File: src/rtl/bcd_pkg.sv
// Shared types and constants for the sequential BCD adder.
package bcd_pkg;

    typedef enum logic [1:0] {
        ST_IDLE,
        ST_LOAD,
        ST_ADD,
        ST_DONE
    } state_t;

    localparam int unsigned BCD_MAX  = 9;
    localparam int unsigned BCD_CORR = 6;
    localparam int unsigned SEG_W    = 7;

    // Active-low segment patterns, bit order gfedcba.
    localparam logic [SEG_W-1:0] SEG_0     = 7'b1000000;
    localparam logic [SEG_W-1:0] SEG_1     = 7'b1111001;
    localparam logic [SEG_W-1:0] SEG_2     = 7'b0100100;
    localparam logic [SEG_W-1:0] SEG_3     = 7'b0110000;
    localparam logic [SEG_W-1:0] SEG_4     = 7'b0011001;
    localparam logic [SEG_W-1:0] SEG_5     = 7'b0010010;
    localparam logic [SEG_W-1:0] SEG_6     = 7'b0000010;
    localparam logic [SEG_W-1:0] SEG_7     = 7'b1111000;
    localparam logic [SEG_W-1:0] SEG_8     = 7'b0000000;
    localparam logic [SEG_W-1:0] SEG_9     = 7'b0010000;
    localparam logic [SEG_W-1:0] SEG_BLANK = 7'b1111111;

    // True when a nibble is not a legal BCD digit.
    function automatic logic digit_bad(input logic [3:0] d);
        return d > 4'(BCD_MAX);
    endfunction

    // Seven-segment pattern for one BCD digit; non-BCD codes blank.
    function automatic logic [SEG_W-1:0] seg_encode(input logic [3:0] d);
        logic [SEG_W-1:0] seg;
        case (d)
            4'd0:    seg = SEG_0;
            4'd1:    seg = SEG_1;
            4'd2:    seg = SEG_2;
            4'd3:    seg = SEG_3;
            4'd4:    seg = SEG_4;
            4'd5:    seg = SEG_5;
            4'd6:    seg = SEG_6;
            4'd7:    seg = SEG_7;
            4'd8:    seg = SEG_8;
            4'd9:    seg = SEG_9;
            default: seg = SEG_BLANK;
        endcase
        return seg;
    endfunction

endpackage

File: src/rtl/bcd_digit_add.sv
// Combinational single-digit BCD adder with decimal correction.
module bcd_digit_add
    import bcd_pkg::*;
(
    input  logic [3:0] a,
    input  logic [3:0] b,
    input  logic       ci,
    output logic [3:0] s,
    output logic       co
);

    logic [4:0] raw;
    logic [4:0] adj;

    assign raw = 5'(a) + 5'(b) + 5'(ci);
    assign adj = raw + 5'(BCD_CORR);

    // Add 6 when the binary digit sum leaves the decimal range.
    always_comb begin
        s  = raw[3:0];
        co = 1'b0;
        if (raw > 5'(BCD_MAX)) begin
            s  = adj[3:0];
            co = 1'b1;
        end
    end

endmodule

File: src/rtl/bcd_add_seq.sv
// Multi-digit BCD adder that time-shares one digit adder, LSD first.
// Optional seven-segment output enabled by defining BCD_ADD_SEQ_HEX_EN.
module bcd_add_seq
    import bcd_pkg::*;
#(
    parameter int unsigned DIGITS = 2
) (
    input  logic                  CLOCK_50,
    input  logic                  RST_N,
    input  logic                  start,
    input  logic [4*DIGITS-1:0]   a_bcd,
    input  logic [4*DIGITS-1:0]   b_bcd,
    input  logic                  cin,
    output logic                  busy,
    output logic                  done,
    output logic                  err,
    output logic [4*DIGITS-1:0]   sum_bcd,
    output logic                  cout
`ifdef BCD_ADD_SEQ_HEX_EN
    ,
    output logic [7*(DIGITS+1)-1:0] hex_n
`endif
);

    localparam int unsigned W     = 4 * DIGITS;
    localparam int unsigned IDX_W = (DIGITS > 1) ? $clog2(DIGITS) : 1;

    state_t           state, state_nxt;
    logic [W-1:0]     a_q, a_nxt;
    logic [W-1:0]     b_q, b_nxt;
    logic             carry_q, carry_nxt;
    logic [IDX_W-1:0] idx_q, idx_nxt;
    logic [W-1:0]     sum_nxt;
    logic             cout_nxt, err_nxt, busy_nxt, done_nxt;
    logic             load_bad;
    logic [3:0]       dig_a, dig_b, dig_s;
    logic             dig_c;

    assign dig_a = a_q[4*int'(idx_q) +: 4];
    assign dig_b = b_q[4*int'(idx_q) +: 4];

    bcd_digit_add u_digit_add (
        .a  (dig_a),
        .b  (dig_b),
        .ci (carry_q),
        .s  (dig_s),
        .co (dig_c)
    );

    // Scan every captured operand digit for non-BCD codes.
    always_comb begin
        load_bad = 1'b0;
        for (int i = 0; i < int'(DIGITS); i++) begin
            load_bad = load_bad | digit_bad(a_q[4*i +: 4]) | digit_bad(b_q[4*i +: 4]);
        end
    end

    // Next-state and next-output logic.
    always_comb begin
        state_nxt = state;
        a_nxt     = a_q;
        b_nxt     = b_q;
        carry_nxt = carry_q;
        idx_nxt   = idx_q;
        sum_nxt   = sum_bcd;
        cout_nxt  = cout;
        err_nxt   = err;

        case (state)
            ST_IDLE: begin
                if (start) begin
                    state_nxt = ST_LOAD;
                    a_nxt     = a_bcd;
                    b_nxt     = b_bcd;
                    carry_nxt = cin;
                    idx_nxt   = '0;
                    sum_nxt   = '0;
                    cout_nxt  = 1'b0;
                    err_nxt   = 1'b0;
                end
            end
            ST_LOAD: begin
                if (load_bad) begin
                    err_nxt   = 1'b1;
                    state_nxt = ST_DONE;
                end else begin
                    state_nxt = ST_ADD;
                end
            end
            ST_ADD: begin
                sum_nxt[4*int'(idx_q) +: 4] = dig_s;
                carry_nxt                   = dig_c;
                if (idx_q == IDX_W'(DIGITS - 1)) begin
                    cout_nxt  = dig_c;
                    state_nxt = ST_DONE;
                end else begin
                    idx_nxt = idx_q + IDX_W'(1);
                end
            end
            ST_DONE: begin
                state_nxt = ST_IDLE;
            end
            default: begin
                state_nxt = ST_IDLE;
            end
        endcase

        busy_nxt = (state_nxt == ST_LOAD) || (state_nxt == ST_ADD);
        done_nxt = (state_nxt == ST_DONE);
    end

    // State and registered outputs.
    always_ff @(posedge CLOCK_50 or negedge RST_N) begin
        if (!RST_N) begin
            state   <= ST_IDLE;
            a_q     <= '0;
            b_q     <= '0;
            carry_q <= 1'b0;
            idx_q   <= '0;
            sum_bcd <= '0;
            cout    <= 1'b0;
            err     <= 1'b0;
            busy    <= 1'b0;
            done    <= 1'b0;
        end else begin
            state   <= state_nxt;
            a_q     <= a_nxt;
            b_q     <= b_nxt;
            carry_q <= carry_nxt;
            idx_q   <= idx_nxt;
            sum_bcd <= sum_nxt;
            cout    <= cout_nxt;
            err     <= err_nxt;
            busy    <= busy_nxt;
            done    <= done_nxt;
        end
    end

`ifdef BCD_ADD_SEQ_HEX_EN
    localparam int unsigned HEX_W = 7 * (DIGITS + 1);

    // Display image of a result: sum digits plus a "1"/blank carry digit.
    function automatic logic [HEX_W-1:0] hex_encode(input logic [W-1:0] s,
                                                    input logic c,
                                                    input logic e);
        logic [HEX_W-1:0] h;
        h = '0;
        for (int i = 0; i < int'(DIGITS); i++) begin
            h[7*i +: 7] = e ? SEG_BLANK : seg_encode(s[4*i +: 4]);
        end
        h[7*DIGITS +: 7] = (c && !e) ? SEG_1 : SEG_BLANK;
        return h;
    endfunction

    // Segment register tracks the same next values as sum_bcd/cout.
    always_ff @(posedge CLOCK_50 or negedge RST_N) begin
        if (!RST_N) begin
            hex_n <= hex_encode('0, 1'b0, 1'b0);
        end else begin
            hex_n <= hex_encode(sum_nxt, cout_nxt, err_nxt);
        end
    end
`endif

endmodule

File: config.mk
export PLATFORM = sky130hd
export DESIGN_NAME = bcd_add_seq
export DESIGN_NICKNAME = d
export VERILOG_FILES = /design/src/rtl/bcd_pkg.sv /design/src/rtl/bcd_digit_add.sv /design/src/rtl/bcd_add_seq.sv
export SDC_FILE = /design/constraint.sdc
export NUM_CORES = 1
export LEC_CHECK = 0
export CORE_ASPECT_RATIO = 1.5
export CORE_MARGIN = 1
export CORE_UTILIZATION = 35
export CTS_CLUSTER_SIZE = 28
export DETAILED_ROUTE_END_ITERATION = 8
export MAX_ROUTING_LAYER = met4
export SETUP_SLACK_MARGIN = 0.5
export SLEW_MARGIN = 20
export SYNTH_ARGS = -nofsm -noshare
export SYNTH_HDL_FRONTEND = slang
export SYNTH_SLANG_ARGS = --single-unit
File: constraint.sdc
create_clock -name CLOCK_50 -period 5.16 [get_ports CLOCK_50]
set_clock_uncertainty 0.2 [all_clocks]
set_input_delay 0.516 -clock CLOCK_50 [delete_from_list [all_inputs] [get_ports CLOCK_50]]
set_output_delay 0.516 -clock CLOCK_50 [all_outputs]
set_load 0.1 [all_outputs]
==> out/qor.txt, run 1 <==
Max stage delay on crit path: 0.63 ns
Post-synth EDFFs: 0
Nets@finish: 196
Total negative setup slack: 0 ns
Worst Path Arrival: 3.61 ns
Design Area, Final: 2050 um^2
I/O Pins: 32
Synthesized netlist cell count: 132
Worst setup SP type: flip-flop
Gr usage total: 15.4%
DRT antenna net count: 0
Ys async rst share: 100%
Crit-path max FO: 12
Mux contribution to synthesized area: 17.3%
Final wirelength: 3210 um
DRT Pass-1 Iters: 6
Slew HR: 34.9%
Pins over their slew limit: 0
Placed inst area: 1970 um^2
Worst slew pin tran: 0.973 ns
Synth warn: 0
Violations in the final reports: DRC
Simple-Gate Fraction of Synth Area: 9.28%
Via density per instance: 5.34
Inst Count DP: 207
Post-Synth Adder-Cell Area: 7.18%
Cells along the critical path: mux2_2 -> fa_1 -> inv_1 -> fa_1 -> xor2_1 -> ha_1 -> nand2_1 -> a32o_2 -> o311ai_4 -> nor4_1 -> a221o_1
Clock tree buffer depth: 2
Die ar.: 4860 um^2
Final hold vios: 0
Hold buffers post-CTS: 0
Iter 0 DRT Violations: 45
Max Clk Rate: 274 MHz
Clk_lat worst skew: 0.28 ns
WS Path Type: reg -> reg
RSZ-0062 raised after global routing: false
Period utilization: 70.7%
Worst path required time: 5.12 ns
Synthesized cell area: 1600 um^2
Mean Syn Cell Area: 12.2 um^2
Clock root cell: clkbuf_8
Largest net degree at the start of global routing: 33
Fillers: 421
Post-CTS Setup Repair Bufs: 0
Clk slew on worst S/H paths: 0.06 ns
Area growth, synth to finish: 27.7%
Largest family of logic cells by synthesized area: multiplexers
Core area: 4320 um^2
Clock sink count: 32
Commonest non-fill, non-tap cells in the layout: 32 x dfrtp_1, 31 x clkdlybuf4s50_1, 19 x mux2_2, 8 x nand2_1, 7 x inv_1
Synth unique cells: 34
Post-Synth XOR/XNOR Area: 1.09%
Worst path buffer plus inverter count: 1
Row cnt: 29
Drt wl/cell: 15.0 um
Max-Cap Viols: 0
Antenna cells: 0
Register area share after synthesis: 49.9%
Compound-Gate Fraction of Synth Area: 12.6%
Vias in the first global route: 1174
Main synth FF type: dfrtp_1
Share of layout cells above drive strength 1: 17.9%
Die Y: 84.9 um
I/O Buffers: 31
Grt ovf: 0
Post-cts gate resize count: 0
Crit path time final: 3.65 ns
DR vias: 1142
Count of final setup violators: 0
Hold crit path type: reg -> reg
Synth Register Bits: 32
Post-synth net total: 160
Cell mode on critical path: fa_1
Global-route wire length before repair: 5490 um
H-Tree Depth: 2
Fin util: 47.4%
Detail Placement HPWL: 2460 um
Starting Density: 37.1%
Initial antenna violation count: 0
CP delay by family, top: compound AO/OA/AOI/OAI gates
GPL Wtd Cong: 0.846
Drt drc: 6
Worst Setup End Kind: flip-flop
Status: complete, but fails checks
CTS tree: done
Worst path slowest cell: dfrtp_1
Total CTS buffers: 5
Commonest non-fill, non-tap cell in the layout: dfrtp_1
Finished Layout Cells: 214
Die X: 57.3 um
[final timing paths]
kind / from / endpoint / cells past startpoint / slack, ns
setup / recovery: idx_q$_DFFE_PN0P_ / sum_bcd[6]$_DFFE_PN0P_ / 11 / 1.51
hold / removal: err$_DFFE_PN0P_ / err$_DFFE_PN0P_ / 2 / 0.28
setup reg to reg: idx_q$_DFFE_PN0P_ / sum_bcd[6]$_DFFE_PN0P_ / 11 / 1.51
hold reg to reg: err$_DFFE_PN0P_ / err$_DFFE_PN0P_ / 2 / 0.28
max in group asynchronous: RST_N / a_q[0]$_DFFE_PN0P_ / 2 / 4.03
min in group asynchronous: RST_N / done$_DFF_PN0_ / 2 / 0.43
[cell type report]
class                           instances  area (um^2)  share of cell area (%)
Clock buffer                            6         72.6                    3.54
Timing Repair Buffer                   33          325                    15.9
Sequential cell                        32          801                    39.1
Multi-Input combinational cell         89          761                    37.1
Tap cell                               46         57.6                    2.81
Clock inverter                          1         5.00                   0.244
Inverter                                7         26.3                    1.28
[per-stage QoR]
stage | hold slack [ns] | setup slack (ns)
finish | 0.278 | 1.51
global route | 0.310 | 1.25
CTS | 0.281 | 1.52
detailed placement | 0.266 | 1.53
global placement | 0.265 | 1.67
floorplan | 0.0204 | 1.68
[worst reg2reg max path: stages (launching register included)]
cell      delay, ns
dfrtp_1        0.63
mux2_2         0.41
fa_1           0.43
inv_1          0.09
fa_1           0.20
xor2_1         0.34
ha_1           0.22
nand2_1        0.05
a32o_2         0.25
o311ai_4       0.36
nor4_1         0.08
a221o_1        0.28
[Yosys cell counts, drive strengths merged (3+ instances only)]
library cell | number | area, um^2
nor2 | 3 | 11.3
clkbuf | 3 | 11.3
inv | 7 | 26.3
o21ai | 6 | 30.0
nand2 | 8 | 30.0
mux2i | 3 | 30.0
a22o | 3 | 26.3
nand2b | 5 | 31.3
mux2 | 22 | 248
ha | 6 | 75.1
a221o | 3 | 30.0
a21oi | 6 | 30.0
dfrtp | 32 | 801
[cells by family (layout without fill, tap and decap cells)]
group                    count (synthesis)  count (layout)
flip-flops                              32              32
AND/OR/NAND/NOR                         28              28
AO/OA/AOI/OAI                           26              26
multiplexers                            25              25
buffers and inverters                   11              47
adder cells (fa/ha/maj)                  8               8
XOR/XNOR                                 2               2
[flip-flops by register name (all words and copies together) (netlist names)]
register	cells
busy	1
cout	1
sum_bcd	8
err	1
done	1
b_q	8
idx_q	1
a_q	8
carry_q	1
state	2
[per-layer routing]
metal,vias up,wire length (um),track usage [%]
li1,545,-,-
met1,557,1260,16.4
met2,33,1700,25.8
met3,7,151,3.96
met4,0,91,7.98
met5,-,0,-
Power of run 1 is left out: the tool's default activity adds up to more than one toggle a clock period on the data nets, which glitch-free logic cannot reach.
==> run 2: changes to the inputs <==
==> constraint.sdc (replaced) <==
create_clock -name CLOCK_50 -period 3.7 [get_ports CLOCK_50]
set_clock_uncertainty 0.2 [all_clocks]
set_input_delay 0.37 -clock CLOCK_50 [delete_from_list [all_inputs] [get_ports CLOCK_50]]
set_output_delay 0.37 -clock CLOCK_50 [all_outputs]
set_load 0.1 [all_outputs]
==> run 2 against run 1 <==
  * The flow still finishes with violations (DRC)
  * Sequential share of layout area is 2.3 points lower
  * Register-to-register slack worse by 1.0 ns
  * Hold slack worse by 0.0073 ns
  * First-iteration DRC count is 60% lower
  * Core utilization is 2.9 points higher
  * Via count is 3.7% higher
  * Routed wire length is 2.5% higher
  * Sequential cell count stayed put
  * Largest cell class is now multi-input gates
==> out/qor.txt, run 2 (synthesized netlist as in run 1, its figures left out) <==
Max-Cap Viols: 0 (unchanged)
Starting Density: 37.1% (unchanged)
Gr usage total: 15.0% (-0.35 points)
I/O Buffers: 31 (unchanged)
Largest registers: a_q (8), b_q (8), sum_bcd (8)
DRT antenna net count: 0 (unchanged)
Largest net degree at the start of global routing: 33 (unchanged)
Worst path required time: 3.69 ns (-1.43 ns)
Grt ovf: 0 (unchanged)
M1 WL: 1300 um (+3.3%)
Antenna cells: 0 (unchanged)
Register area: 801 um^2 (unchanged)
Commonest non-fill, non-tap cell in the layout: dfrtp_1
DRT Pass-1 Iters: 6 (unchanged)
Metal2 WL: 1770 um (+4.2%)
Top sig layer: met4
Final wirelength: 3290 um (+2.5%)
Nets@finish: 204 (+4.1%)
Core area: 4320 um^2 (unchanged)
Via density per instance: 5.31 (-0.51%)
I/O Pins: 32 (unchanged)
Detail Placement HPWL: 2390 um (-2.7%)
Status: complete, but fails checks
GPL Wtd Cong: 0.845 (about the same)
Pins over their slew limit: 0 (unchanged)
Global-route wire length before repair: 5400 um (-1.5%)
Initial antenna violation count: 0 (unchanged)
Clock sink count: 32 (unchanged)
DR vias: 1184 (+3.7%)
Vias in the first global route: 1200 (+2.2%)
Total CTS buffers: 5 (unchanged)
Worst slew pin tran: 0.969 ns (-0.00480 ns)
Clock tree buffer depth: 2 (unchanged)
Area growth, synth to finish: 35.6%
Die X: 57.3 um (unchanged)
Worst setup SP type: flip-flop
Share of layout cells above drive strength 1: 26.0% (+8.1 points)
Hold_ws: 0.271 ns (-0.00725 ns)
Slew HR: 35.2% (+0.32 points)
CTS tree: done
Worst Path Arrival: 3.18 ns (-0.43 ns)
Clock root cell: clkbuf_8
Die ar.: 4860 um^2 (unchanged)
Multi-input gate area: 811 um^2 (+6.6%)
WS Path Type: reg -> reg
Crit path time final: 3.20 ns (-0.452 ns)
Drt wl/cell: 14.7 um (-1.7%)
Violations in the final reports: DRC
Commonest non-fill, non-tap cells in the layout: 32 x dfrtp_1, 31 x clkdlybuf4s50_1, 17 x mux2_2, 9 x buf_4, 8 x nand2_1
H-Tree Depth: 2 (unchanged)
Fillers: 408 (-3.1%)
Wire length on met3: 124 um (-18%)
Clk slew on worst S/H paths: 0.06 ns (about the same)
Count of final setup violators: 0 (unchanged)
Iter 0 DRT Violations: 18 (-60%)
Max Clk Rate: 313 MHz (+14%)
Worst Setup End Kind: flip-flop
Total negative setup slack: 0 ns (unchanged)
Period utilization: 86.4% (+16 points)
RSZ-0062 raised after global routing: true
Die Y: 84.9 um (unchanged)
Hold crit path type: reg -> reg
Final hold vios: 0 (unchanged)
Row cnt: 29 (unchanged)
Clk_lat worst skew: 0.28 ns (about the same)
Crit-path max FO: 5 (-7)
Drt drc: 3 (-3)
## run 2: changes by cell type in the layout (fill, tap and decap cells not counted), moves of 2 or more
cell,previous run,this run
xor2_1,2,0
buf_4,2,9
mux2_4,0,2
fa_1,2,0
mux2_2,19,17
xor2_2,0,2
fa_2,0,2
## run 2: worst paths after layout
kind | startpoint | endpoint | slack [ns] | cells past startpoint
max | idx_q$_DFFE_PN0P_ | sum_bcd[5]$_DFFE_PN0P_ | 0.50 | 9
max reg2reg | idx_q$_DFFE_PN0P_ | sum_bcd[5]$_DFFE_PN0P_ | 0.50 | 9
min | sum_bcd[7]$_DFFE_PN0P_ | sum_bcd[7]$_DFFE_PN0P_ | 0.27 | 2
min in group asynchronous | RST_N | carry_q$_DFFE_PN0P_ | 0.28 | 2
min reg2reg | sum_bcd[7]$_DFFE_PN0P_ | sum_bcd[7]$_DFFE_PN0P_ | 0.27 | 2
max in group asynchronous | RST_N | a_q[4]$_DFFE_PN0P_ | 2.73 | 2
## run 2: critical path, stage by stage, from the launching register on
cell	delay, ns
dfrtp_1	0.42
mux2_4	0.32
fa_2	0.36
inv_2	0.06
fa_2	0.47
ha_4	0.18
a32o_2	0.24
o311ai_4	0.43
xor2_2	0.16
o31ai_2	0.25
## run 2: layout make-up
cell class	instances	share of cell area, %
inverters	7	1.21
repair buffers	41	17.9
well taps	46	2.65
multi-input cells	89	37.3
flip-flops and latches	32	36.8
clock buffers	8	4.14
## run 2: timing repair
action                                  4_1_cts  5_1_grt
pin swaps                                     1        7
resized for setup                             0        6
hold buffers                                  0        0
buffers inserted                              2        5
endpoints found under the setup margin        4        4
## run 2: per-stage QoR
stage	worst slack [ns]	util [%]	cell area [um^2]	instances
final	0.502	50.4	2170	223
after detailed placement	0.479	46.3	2000	208
after CTS	0.541	48.7	2100	218
after global routing	0.411	50.4	2170	223
after global placement	0.546	46.3	2000	208
after floorplan	0.484	-	1630	132
## run 2: layer usage
layer	track usage, %	up-vias
met5	-	-
met4	7.32	0
met3	3.35	8
met2	25.5	30
met1	16.4	583
li1	-	563
Power of run 2 is left out for the same reason.
